<file path="src/rtl/router_pkg.sv">
// router_pkg: shared widths, header field positions and read-side FSM states
// for the router output-port reader.
package router_pkg;
   localparam int DATA_W      = 8;
   localparam int LEN_W       = DATA_W - 2;
   localparam int HDR_LEN_LSB = 2;
   localparam int HDR_ADDR_W  = 2;

   typedef enum logic [1:0] {
      IDLE    = 2'd0,
      HDR     = 2'd1,
      PAYLOAD = 2'd2,
      PARITY  = 2'd3
   } rd_state_t;
endpackage

</file>
<file path="src/rtl/router_rd_port_if.sv">
// router_rd_port_if: FIFO-pop side and byte-stream side of one router read port.
// master is the reader's view, slave is the FIFO/sink environment's view.
interface router_rd_port_if #(
   parameter int DATA_W = router_pkg::DATA_W
);
   logic              vld_out;
   logic [DATA_W-1:0] fifo_data;
   logic              soft_reset;
   logic              read_enb;
   logic [DATA_W-1:0] m_data;
   logic              m_valid;
   logic              m_ready;
   logic              m_sop;
   logic              m_eop;

   modport master (
      input  vld_out, fifo_data, soft_reset, m_ready,
      output read_enb, m_data, m_valid, m_sop, m_eop
   );

   modport slave (
      output vld_out, fifo_data, soft_reset, m_ready,
      input  read_enb, m_data, m_valid, m_sop, m_eop
   );
endinterface

</file>
<file path="src/rtl/router_skid2.sv">
// router_skid2: two-entry valid/ready holding buffer with synchronous clear.
// all_flag is high when every held entry has bit FLAG_BIT set (also when empty).
module router_skid2 #(
   parameter int W        = 8,
   parameter int FLAG_BIT = 0
) (
   input  logic         clock,
   input  logic         resetn,
   input  logic         clear,
   input  logic         push,
   input  logic         pop,
   input  logic [W-1:0] din,
   output logic [W-1:0] head,
   output logic [1:0]   count,
   output logic         all_flag
);
   logic [W-1:0] mem [2];
   logic         rd_ptr;
   logic         wr_ptr;
   logic [1:0]   cnt_q;
   logic         do_push;
   logic         do_pop;

   // a pop frees a slot in the same cycle, so push is accepted even when full
   assign do_pop  = pop & (cnt_q != 2'd0);
   assign do_push = push & ((cnt_q != 2'd2) | do_pop);

   always_ff @(posedge clock or negedge resetn) begin
      if (!resetn) begin
         mem[0] <= '0;
         mem[1] <= '0;
         rd_ptr <= 1'b0;
         wr_ptr <= 1'b0;
         cnt_q  <= 2'd0;
      end else if (clear) begin
         rd_ptr <= 1'b0;
         wr_ptr <= 1'b0;
         cnt_q  <= 2'd0;
      end else begin
         if (do_push) begin
            mem[wr_ptr] <= din;
            wr_ptr      <= ~wr_ptr;
         end
         if (do_pop) begin
            rd_ptr <= ~rd_ptr;
         end
         cnt_q <= cnt_q + 2'(do_push) - 2'(do_pop);
      end
   end

   always_comb begin
      all_flag = 1'b1;
      if ((cnt_q != 2'd0) && !mem[rd_ptr][FLAG_BIT]) all_flag = 1'b0;
      if ((cnt_q == 2'd2) && !mem[~rd_ptr][FLAG_BIT]) all_flag = 1'b0;
   end

   assign head  = mem[rd_ptr];
   assign count = cnt_q;
endmodule

</file>
<file path="src/rtl/router_rd_port.sv">
// router_rd_port: pops one router output FIFO, frames header/payload/parity bytes
// onto a valid/ready stream, checks parity and address, and survives soft_reset flushes.
module router_rd_port #(
   parameter int DATA_W  = router_pkg::DATA_W,
   parameter int LEN_W   = router_pkg::LEN_W,
   parameter int PORT_ID = 0
) (
   input  logic             clock,
   input  logic             resetn,
   router_rd_port_if.master bus,
   output logic             parity_err,
   output logic             addr_err,
   output logic             pkt_abort,
   output logic             busy
);
   import router_pkg::*;

   // skid entry layout: {perr, sop, eop, data}
   localparam int ENT_W    = DATA_W + 3;
   localparam int EOP_BIT  = DATA_W;
   localparam int SOP_BIT  = DATA_W + 1;
   localparam int PERR_BIT = DATA_W + 2;
   localparam logic [HDR_ADDR_W-1:0] MY_ADDR = HDR_ADDR_W'(PORT_ID);

   rd_state_t         state_q, state_d;
   logic [LEN_W-1:0]  cnt_q, cnt_d;
   logic [DATA_W-1:0] par_q, par_d;
   logic              run_q;
   logic              rd_inflight;
   logic              abort_q;
   logic              tag_sop, tag_eop, tag_perr;
   logic              push_now, pop_now;
   logic              skid_all_eop;
   logic              partial;
   logic [1:0]        skid_cnt, occ_next;
   logic [ENT_W-1:0]  head;

   assign push_now = rd_inflight & ~bus.soft_reset;
   assign pop_now  = bus.m_valid & bus.m_ready;
   // occupancy once this cycle's push/pop settle; a new read needs one free slot
   assign occ_next = skid_cnt + 2'(push_now) - 2'(pop_now);
   assign bus.read_enb = run_q & bus.vld_out & ~bus.soft_reset & (occ_next < 2'd2);

   assign partial = (state_q == PAYLOAD) | (state_q == PARITY) | ~skid_all_eop;

   always_ff @(posedge clock or negedge resetn) begin
      if (!resetn) begin
         state_q     <= IDLE;
         cnt_q       <= '0;
         par_q       <= '0;
         run_q       <= 1'b0;
         rd_inflight <= 1'b0;
         abort_q     <= 1'b0;
      end else begin
         state_q     <= state_d;
         cnt_q       <= cnt_d;
         par_q       <= par_d;
         run_q       <= 1'b1;
         rd_inflight <= bus.read_enb;
         abort_q     <= bus.soft_reset & partial;
      end
   end

   always_comb begin
      state_d = state_q;
      cnt_d   = cnt_q;
      par_d   = par_q;
      if (bus.soft_reset) begin
         state_d = HDR;
         cnt_d   = '0;
         par_d   = '0;
      end else if (push_now) begin
         case (state_q)
            IDLE, HDR: begin
               par_d = bus.fifo_data;
               cnt_d = bus.fifo_data[DATA_W-1:HDR_LEN_LSB];
               state_d = (bus.fifo_data[DATA_W-1:HDR_LEN_LSB] == '0) ? PARITY : PAYLOAD;
            end
            PAYLOAD: begin
               par_d = par_q ^ bus.fifo_data;
               cnt_d = cnt_q - LEN_W'(1);
               if (cnt_q == LEN_W'(1)) state_d = PARITY;
            end
            PARITY: begin
               state_d = HDR;
               cnt_d   = '0;
               par_d   = '0;
            end
            default: state_d = HDR;
         endcase
      end
   end

   always_comb begin
      tag_sop  = 1'b0;
      tag_eop  = 1'b0;
      tag_perr = 1'b0;
      case (state_q)
         IDLE, HDR: tag_sop = 1'b1;
         PARITY: begin
            tag_eop  = 1'b1;
            tag_perr = (par_q != bus.fifo_data);
         end
         default: ;
      endcase
   end

   router_skid2 #(.W(ENT_W), .FLAG_BIT(EOP_BIT)) u_skid (
      .clock    (clock),
      .resetn   (resetn),
      .clear    (bus.soft_reset),
      .push     (push_now),
      .pop      (pop_now),
      .din      ({tag_perr, tag_sop, tag_eop, bus.fifo_data}),
      .head     (head),
      .count    (skid_cnt),
      .all_flag (skid_all_eop)
   );

   // error flags travel with their byte and fire only on its handshake
   assign bus.m_valid = (skid_cnt != 2'd0);
   assign bus.m_data  = head[DATA_W-1:0];
   assign bus.m_sop   = bus.m_valid & head[SOP_BIT];
   assign bus.m_eop   = bus.m_valid & head[EOP_BIT];
   assign parity_err  = pop_now & head[PERR_BIT];
   assign addr_err    = pop_now & head[SOP_BIT] & (head[HDR_ADDR_W-1:0] != MY_ADDR);
   assign pkt_abort   = abort_q;
   assign busy        = (state_q != IDLE) | bus.m_valid;
endmodule

</file>
<file path="src/flat_wrapper.sv">
// flat-port wrapper written by rule: the top's interface ports become plain ports
module router_rd_port_flat import router_pkg::*;
#(
   parameter int DATA_W  = router_pkg::DATA_W,
   parameter int LEN_W   = router_pkg::LEN_W,
   parameter int PORT_ID = 0
)
  (clock, resetn, parity_err, addr_err, pkt_abort, busy, bus_vld_out, bus_fifo_data, bus_soft_reset, bus_m_ready, bus_read_enb, bus_m_data, bus_m_valid, bus_m_sop, bus_m_eop);
  router_rd_port_if #(.DATA_W(DATA_W)) bus_i ();
  input  logic clock;
  input  logic resetn;
  output logic parity_err;
  output logic addr_err;
  output logic pkt_abort;
  output logic busy;
  input wire logic [$bits(bus_i.vld_out)-1:0] bus_vld_out;
  input wire logic [$bits(bus_i.fifo_data)-1:0] bus_fifo_data;
  input wire logic [$bits(bus_i.soft_reset)-1:0] bus_soft_reset;
  input wire logic [$bits(bus_i.m_ready)-1:0] bus_m_ready;
  output wire logic [$bits(bus_i.read_enb)-1:0] bus_read_enb;
  output wire logic [$bits(bus_i.m_data)-1:0] bus_m_data;
  output wire logic [$bits(bus_i.m_valid)-1:0] bus_m_valid;
  output wire logic [$bits(bus_i.m_sop)-1:0] bus_m_sop;
  output wire logic [$bits(bus_i.m_eop)-1:0] bus_m_eop;
  assign bus_i.vld_out = bus_vld_out;
  assign bus_i.fifo_data = bus_fifo_data;
  assign bus_i.soft_reset = bus_soft_reset;
  assign bus_i.m_ready = bus_m_ready;
  assign bus_read_enb = bus_i.read_enb;
  assign bus_m_data = bus_i.m_data;
  assign bus_m_valid = bus_i.m_valid;
  assign bus_m_sop = bus_i.m_sop;
  assign bus_m_eop = bus_i.m_eop;
  router_rd_port #(.DATA_W(DATA_W), .LEN_W(LEN_W), .PORT_ID(PORT_ID)) u_core (.clock(clock), .resetn(resetn), .bus(bus_i), .parity_err(parity_err), .addr_err(addr_err), .pkt_abort(pkt_abort), .busy(busy));
endmodule
</file>
<file path="config.mk">
export PLATFORM = sky130hd
export DESIGN_NAME = router_rd_port_flat
export DESIGN_NICKNAME = d
export VERILOG_FILES = /design/src/rtl/router_pkg.sv /design/src/rtl/router_rd_port_if.sv /design/src/rtl/router_skid2.sv /design/src/rtl/router_rd_port.sv /design/src/flat_wrapper.sv
export SDC_FILE = /design/constraint.sdc
export NUM_CORES = 1
export LEC_CHECK = 0
export ABC_AREA = 1
export BUFFER_PORTS_ARGS = -buffer_cell sky130_fd_sc_hd__buf_2
export CORE_MARGIN = 8
export CORE_UTILIZATION = 55
export DETAILED_ROUTE_END_ITERATION = 16
export PLACE_DENSITY = 0.84
export SYNTH_ARGS = -nofsm -noshare
export SYNTH_HDL_FRONTEND = slang
export SYNTH_SLANG_ARGS = --single-unit
export TNS_END_PERCENT = 10
</file>
<file path="constraint.sdc">
create_clock -name clock -period 5.5 [get_ports clock]
set_input_delay 1.1 -clock clock [delete_from_list [all_inputs] [get_ports clock]]
set_output_delay 1.1 -clock clock [all_outputs]
set_load 0.02 [all_outputs]
</file>
### Word level (Yosys, flattened, before mapping)

Cells that the tools add are included.

| storage, ports and cells | value |
|---|---|
| input port bits | 13 |
| word-level logic and storage cells | 100 |
| flip-flop bits (word level) | 45 |

| cells by class | value |
|---|---|
| bitwise logic cells | 25 |
| multiplexer cells | 30 |
| order comparisons | 5 |
| reductions and logical operators | 16 |
| add/sub/neg operators | 5 |
| equality and inequality tests | 8 |

Operators with widths:

| kind | number |
|---|---|
| two-way mux 11 bit | 4 |
| two-way mux 9 bit | 3 |
| case mux 8 bit (3 select lines) | 1 |
| bitwise mux 22 bit | 1 |
| case mux 6 bit (3 select lines) | 1 |
| two-way mux 8 bit | 2 |
| bitwise AND 1 bit | 13 |
| two-way mux 6 bit | 2 |
| nonzero test 2 bit | 6 |
| demux 11 bit (select 1 bit) | 1 |
| two-way mux 1 bit | 10 |
| two-way mux 2 bit | 4 |
| != test 8 bit | 1 |
| bitwise XOR 8 bit | 1 |
| equality test 2 bit (second input constant) | 3 |
| equality test 6 x 1 -> 1 bit (second input constant) | 1 |
| greater-or-equal comparator 2 bit (second input constant) | 3 |
| logical NOT 6 bit | 1 |
| inverter 1 -> 2 bit | 3 |
| case mux 2 bit (3 select lines) | 1 |
| subtractor 6 x 1 -> 6 bit (second input constant) | 1 |
| adder 2 x 1 -> 2 bit | 2 |
| inverter 1 bit | 4 |
| bitwise OR 1 bit | 4 |
| other kinds (11) | 16 |

### Logic depth before layout (Yosys ltp)

Gate-level depths: netlist (run 1).

| depth | value |
|---|---|
| depth after elaboration | 11 |
| gate-level depth with buffers | 9 |
| gate-level depth less buffers | 9 |

### Modules after synthesis

Synthesis (run 1) repeated with hierarchy kept, for this count alone.

| second synthesis, totals | value |
|---|---|
| cells, all modules | 357 |
| area, all modules | 2600.0 sq um |

Modules (own cells, without submodules):

| module | instances | area an instance (sq um) | cells each |
|---|---|---|---|
| router_skid2 | 1 | 1355.0 | 174 |
| router_rd_port | 1 | 1244.9 | 183 |

### Least setup slack after synthesis (run 1)

OpenSTA, ideal clock, no wires.

| timing path | value |
|---|---|
| kind | input port to output port |
| from | input bus_m_ready |
| to | output bus_read_enb |
| stages on the path | 6 |
| path slack | 2.298 ns |
| arrival time | 2.102 ns |
| cell sequence | inv_1 nor2_1 ha_1 nor2_1 xnor2_1 nor2_1 |

| on the way | value |
|---|---|
| longest elaborated chain between the ends | 4 |

RTL lines:

| item | line | text |
|---|---|---|
| start, declared | flat_wrapper.sv:19 | `input wire logic [$bits(bus_i.m_ready)-1:0] bus_m_ready;` |
| bitwise AND 1 bit | router_rd_port.sv:39 | `assign pop_now = bus.m_valid & bus.m_ready;` |
| subtractor 2 x 1 -> 2 bit | router_rd_port.sv:41 | `assign occ_next = skid_cnt + 2'(push_now) - 2'(pop_now);` |
| less-than comparator 2 bit | router_rd_port.sv:42 | `assign bus.read_enb = run_q & bus.vld_out & ~bus.soft_reset & (occ_next < 2'd2);` |
| bitwise AND 1 bit | router_rd_port.sv:42 |  |
| end, declared | flat_wrapper.sv:20 | `output wire logic [$bits(bus_i.read_enb)-1:0] bus_read_enb;` |

No other way between the ends.

### Worst setup path after layout (run 1)

Ends and elaborated chain as after synthesis.

==> impl_metrics.yaml, run 1 <==
status:
  status: "complete, no violations"
clock_network:
  path_clk_slew_ns: 0.08
  clk_latency_ns: 0.30
  cts-resized-gates: 0
  cts_sinks: 45
  cts_tree: "done"
  cts_hold_buf: 0
  cts_buffer_depth: 2
  post_cts_buffers: 0
  numCtsBuffers: 5
  h-tree-depth: 2
  cts-root-buf: "clkbuf_8"
floorplanning:
  ioPinCount: 29
  fp.dieW_um: 82.57
  std_cell_rows: 24
  die_h_um: 82.57
  initial_utilization_pct: 56.37
  dieArea_um2: 6818
  core_area_um2: 4324
critical_path:
  cpMostUsedCell: "nor2_1"
  crit_path_top_delay_cell: "ha_1"
  worstPathMaxFanout: 4
  path_class: "in2out"
  end_kind: "output port"
  worstPathArrival_ns: 2.30
  cp_cell_sequence: "buf_2 > inv_1 > nor2_1 > ha_1 > nor2_1 > xnor2_1 > nor2_1 > buf_2"
  required_ns: 4.40
  startpoint_type: "input port"
  slowest_delay_ns: 0.28
placement:
  dpl_cell_area_um2: 2572
  dp_hpwl_um: 3861
  gp_congestion: 0.8511
  numPortBuffers: 28
power:
  ir_drop_v: 0.0002022
  power_density_nw_per_um2: 432.5
  power_leakage_nw: 1.439
  power_mw: 1.148
sta:
  setup_viol: 0
  setup_tns_ns: 0
  min_period_ns: 3.403
  fmax_mhz: 293.9
  worst_slew_pin_slew_ns: 0.9693
  min_period_over_period_pct: 61.87
  slew_viol_final: 0
  hold_viol: 0
  maxSlewHeadroom_pct: 35.38
  rsz0062_at_grt: "false"
  fin_skew_ns: 0.008253
synth:
  synth_ff_type: "dfrtp_1"
  yosys-top-cells-count: "nand2_1 (110), dfrtp_1 (45), inv_1 (37)"
  ys_types: 33
  syn_nets: 331
  synth_top_area_share_pct: 46.20
  synth_edf_count: 0
  syn-cell-area_um2: 2437
  yosys.cell_count.top_type: "nand2_1"
  avgSynthCellArea_um2: 7.787
  synthCells: 313
  synth_seq_cells: 45
  yosys.area.top_type: "dfrtp_1"
  ys_top_cells_by_area: "dfrtp_1 (46%), nand2_1 (17%), inv_1 (5.7%), o21ai_0 (5.3%), o21ai_2 (3.2%)"
  ys_warn_count: 0
  yosysSeqAreaShare_pct: 46.20
  async_flop_share_pct: 100.0
finish:
  finish.instance_area_um2: 2655
  fin_nets: 357
  drive_gt1_share_pct: 16.47
  final_util_pct: 61.40
  diodes: 0
  syn2layout_area_growth_pct: 8.932
  filler_cell_count: 402
job:
  drv_cap: 0
global_route:
  grt_usage_pct: 16.72
  grt_pass1_vias: 1976
  grt_max_degree: 46
  grt-ovfl-total: 0
  grt_pass1_wl_um: 8901
  antenna_found_initial: 0
route:
  dr.pass1.iters: 4
  detail-route-antenna-nets: 0
  num_vias: 2024
  wl_um: 5202
  drt_iter0_drc: 136
  vias_per_cell: 5.163
  drc: 0
  wl_per_cell_um: 13.27
worst_hold_path:
  hp-class: "reg2reg"
-- cells by family (layout without fill, tap and decap cells) --
logic type	count (synthesis)	in the layout	share of synthesized area (%)
and+or+nand+nor	152	152	26.18
AOI/OAI and AO/OA	51	51	12.42
buffers and inverters	51	78	9.547
DFF	45	45	46.20
xor gates and xnor gates	7	7	2.515
adders and majority gates	5	5	2.567
other	1	1	0.1539
muxes	1	1	0.4107
-- worst paths after layout --
check,start,to,slack (ns),depth (start not counted)
min,u_core.u_skid.mem[18],u_core.u_skid.mem[18],0.49,2
min reg2reg,u_core.u_skid.mem[18],u_core.u_skid.mem[18],0.49,2
max,bus_m_ready,bus_read_enb,2.10,8
max reg2reg,u_core.u_skid.count[1],u_core.u_skid.count[1],3.75,7
max in group asynchronous,resetn,u_core.u_skid.mem[14],3.95,1
min in group asynchronous,resetn,u_core.u_skid.mem[9],0.95,1
-- per-layer routing --
metal / track usage (%) / vias up / share of wire, %
met4: 4.828 / 0 / 1.2
li1: - / 1032 / -
met2: 27.88 / 33 / 48
met3: 4.437 / 7 / 5.9
met1: 20.81 / 952 / 45
met5: 0 / - / 0
-- stage by stage --
step	setup WS (ns)	cells	hold slack, ns
floorplan	2.298	313	0.4494
global placement	2.141	384	0.4648
detailed placement	2.096	384	0.4693
CTS	2.094	392	0.4889
global route	1.996	392	0.5067
finish	2.097	392	0.4875
-- critical path: cells and delay by family --
kind / cells / cell delay, ns
fa+ha+maj: 1 / 0.28
simple gates: 3 / 0.51
xor+xnor: 1 / 0.09
buf+inv: 3 / 0.32
-- power by group --
group / leakage, nW / switching [mW] / internal, mW / total [mW]
sequential: 0.597 / 0.0747 / 0.419 / 0.493
combinational: 0.798 / 0.293 / 0.164 / 0.456
clock: 0.0450 / 0.111 / 0.0882 / 0.199
total: 1.44 / 0.478 / 0.670 / 1.15
-- placed cells by master (no fill, tap or decap) --
cell	n
nand2_2	2
and2_1	1
o21ai_0	26
nand4_1	3
nor2_1	19
o22ai_1	6
nand3_2	1
clkinv_4	1
o21ai_2	9
inv_2	4
nand3_1	11
clkbuf_8	5
buf_2	28
a21oi_1	6
o211ai_1	1
nor2_4	2
inv_1	37
xor2_1	3
nor4_1	1
mux2i_1	1
o21ai_1	1
xnor2_1	4
nand2_4	2
dfrtp_1	45
a21boi_0	1
a31oi_1	1
clkinv_2	2
clkbuf_1	1
nand2_1	110
conb_1	1
ha_1	5
-- flip-flops by register name (all words and copies together), names as in the netlist --
register	flops
u_core.u_skid.mem	22
u_core.par_q	8
u_core.cnt_q	6
u_core.state_q	2
u_core.u_skid.count	2
u_core.pkt_abort	1
u_core.rd_inflight	1
u_core.run_q	1
u_core.u_skid.rd_ptr	1
u_core.u_skid.wr_ptr	1
-- area by class of cell --
cell class	count	area [um^2]	share of cell area, %
Sequential cell	45	1126	42.41
Timing Repair Buffer	28	140.1	5.278
Clock buffer	6	72.57	2.733
Tap cell	52	65.06	2.451
Clock inverter	2	10.01	0.3770
Multi-Input combinational cell	217	1079	40.62
Inverter	42	162.7	6.126
Note: power is estimated with default switching activity, not from simulation.
==> run 2: changes to the inputs <==
--- a/config.mk
+++ b/config.mk
@@ -8,9 +8,9 @@
 export ABC_AREA = 1
 export BUFFER_PORTS_ARGS = -buffer_cell sky130_fd_sc_hd__buf_2
 export CORE_MARGIN = 8
-export CORE_UTILIZATION = 55
+export CORE_UTILIZATION = 52
 export DETAILED_ROUTE_END_ITERATION = 16
-export PLACE_DENSITY = 0.84
+export PLACE_DENSITY = 0.83
 export SYNTH_ARGS = -nofsm -noshare
 export SYNTH_HDL_FRONTEND = slang
 export SYNTH_SLANG_ARGS = --single-unit
==> constraint.sdc (replaced) <==
create_clock -name clock -period 2.9 [get_ports clock]
set_input_delay 0.58 -clock clock [delete_from_list [all_inputs] [get_ports clock]]
set_output_delay 0.58 -clock clock [all_outputs]
set_load 0.02 [all_outputs]
==> run 2 against run 1 <==
  * Clock skew decreased by 0.0030 ns
  * Utilization decreased by 3.6 points
  * Via count decreased by 1.1%
  * Clock power increased by 96%
  * Sequential power increased by 86%
  * Flip-flop and latch count unchanged
  * Sequential share of layout area decreased by 0.30 points
  * Global-route usage decreased by 1.7 points
  * First-iteration DRC count decreased by 24%
  * Non-clock buffer count increased by 1
==> impl_metrics.yaml, run 2 (synthesized netlist as in run 1, its figures left out) <==
sta:
  fmax_mhz: 377.8
  hold_viol: 0
  setup_tns_ns: 0
  postLayoutSetupSlackWorst_ns: 0.2532
  min_period_ns: 2.647
  slew_viol_final: 0
  maxSlewHeadroom_pct: 33.83
  fin_hold_ws_ns: 0.4376
  rsz0062_at_grt: "false"
  worst_slew_pin_slew_ns: 0.9925
  setup_viol: 0
  min_period_over_period_pct: 91.27
  fin_skew_ns: 0.005272
route:
  dr.pass1.iters: 4
  wl_um: 5024
  detail-route-antenna-nets: 0
  vias_per_cell: 5.066
  drt_iter0_drc: 104
  wl_per_cell_um: 12.72
  num_vias: 2001
  drc: 0
finish:
  filler_cell_count: 435
  diodes: 0
  syn2layout_area_growth_pct: 9.702
  mostFrequentLayoutCells: "nand2_1 (110), dfrtp_1 (45), inv_1 (37)"
  reg_top3: "u_core.u_skid.mem: 22 flops, u_core.par_q: 8 flops, u_core.cnt_q: 6 flops"
  fin_nets: 358
  layout_commonest_cell: "nand2_1"
  drive_gt1_share_pct: 17.01
  largest_reg_flops: 22
  regMostFlops: "u_core.u_skid.mem"
  final_util_pct: 57.76
power:
  clockPowerShare_pct: 17.7
  switching_share_pct: 41.82
  intPower_mw: 1.280
  power_leakage_nw: 1.436
  pwr-share-seq_pct: 41.6
  ir_drop_v: 0.0002853
  power_mw: 2.201
  p_sw_uw: 920.3
  pwr-share-comb_pct: 40.7
  power_density_nw_per_um2: 823.0
clock_network:
  numCtsBuffers: 5
  post_cts_buffers: 0
  cts-resized-gates: 0
  cts_buffer_depth: 2
  cts_tree: "done"
  cts_hold_buf: 0
  h-tree-depth: 2
  cts_sinks: 45
  path_clk_slew_ns: 0.08
  clk_latency_ns: 0.30
  cts-root-buf: "clkbuf_8"
critical_path:
  worstPathArrival_ns: 2.07
  r2r_slack_ns: 1.18
  required_ns: 2.32
  path_class: "reg2out"
  r2r_end: "u_core.u_skid.count[1]"
  end_kind: "output port"
  worstReg2RegStart: "u_core.u_skid.count[1]"
  ff2ff_path_depth: 7
  worstPathMaxFanout: 7
  startpoint_type: "flip-flop"
placement:
  gp_congestion: 0.8712
  dp_hpwl_um: 3691
  numPortBuffers: 28
  dp_slack_ns: 0.5918
worst_hold_path:
  hp-class: "in2async"
global_route:
  grt_pass1_wl_um: 8832
  antenna_found_initial: 0
  grt_max_degree: 46
  grt_pass1_vias: 1933
  grt-ovfl-total: 0
  grt_usage_pct: 15.04
floorplanning:
  ioPinCount: 29
  core_area_um2: 4629
  std_cell_rows: 25
  dieArea_um2: 7134
  die_h_um: 84.47
  fp.dieW_um: 84.47
  initial_utilization_pct: 52.65
job:
  drv_cap: 0
status:
  status: "complete, no violations"
[run 2: changes by cell type in the layout (fill, tap and decap cells not counted)]
cell,previous run,this run
buf_4,0,1
clkinvlp_4,0,3
clkbuf_1,1,0
clkinv_2,2,0
[run 2: metal layers]
layer | part of all wire [%] | GRT usage, % | vias to the layer above
li1 | - | - | 1034
met5 | 0 | 0 | -
met3 | 4.8 | 3.512 | 6
met2 | 49 | 25.29 | 49
met1 | 45 | 18.30 | 912
met4 | 1.2 | 5.340 | 0
[run 2: power groups by stage]
stage / Sequential, mW / Clock, mW / Combinational, mW
floorplan: 0.899 / 0 / 0.685
global placement: 0.916 / 0 / 0.886
detailed placement: 0.926 / 0 / 0.902
CTS: 0.914 / 0.402 / 0.907
global route: 0.937 / 0.431 / 1.01
finish: 0.916 / 0.390 / 0.895
[run 2: final cells by class]
type                       count  area, um^2  area share [%]
tap                           54       67.56           2.527
multi-input combinational    217        1079           40.34
clock buffer                   5       68.82           2.574
inverter                      42       162.7           6.083
clock inverter                 3       22.52          0.8423
sequential                    45        1126           42.12
timing repair buffer          29       147.6           5.522
[run 2: critical path, stage by stage (launching register included)]
cell and delay, ns:
dfrtp_1 0.44, nor2_1 0.35, nor2_1 0.15, ha_1 0.22, xnor2_1 0.21, xnor2_1 0.09
nor2_1 0.12, buf_2 0.18
[run 2: stage by stage]
step           std cells  area [um^2]
6_report             395         2674
4_1_cts              395         2674
5_1_grt              395         2674
2_1_floorplan        313         2437
3_3_place_gp         387         2582
3_5_place_dp         387         2582
[run 2: how the worst max path moves through the flow]
stage	startpoint	to	slack [ns]	cells after the start
floorplan	u_core.u_skid.count[1]	bus_read_enb	0.72	6
detailed placement	bus_m_ready	bus_read_enb	0.59	8
CTS	u_core.u_skid.count[1]	bus_read_enb	0.27	7
global placement	bus_m_ready	bus_read_enb	0.59	8
global route	u_core.u_skid.count[0]	bus_read_enb	0.10	7
finish	u_core.u_skid.count[1]	bus_read_enb	0.25	7
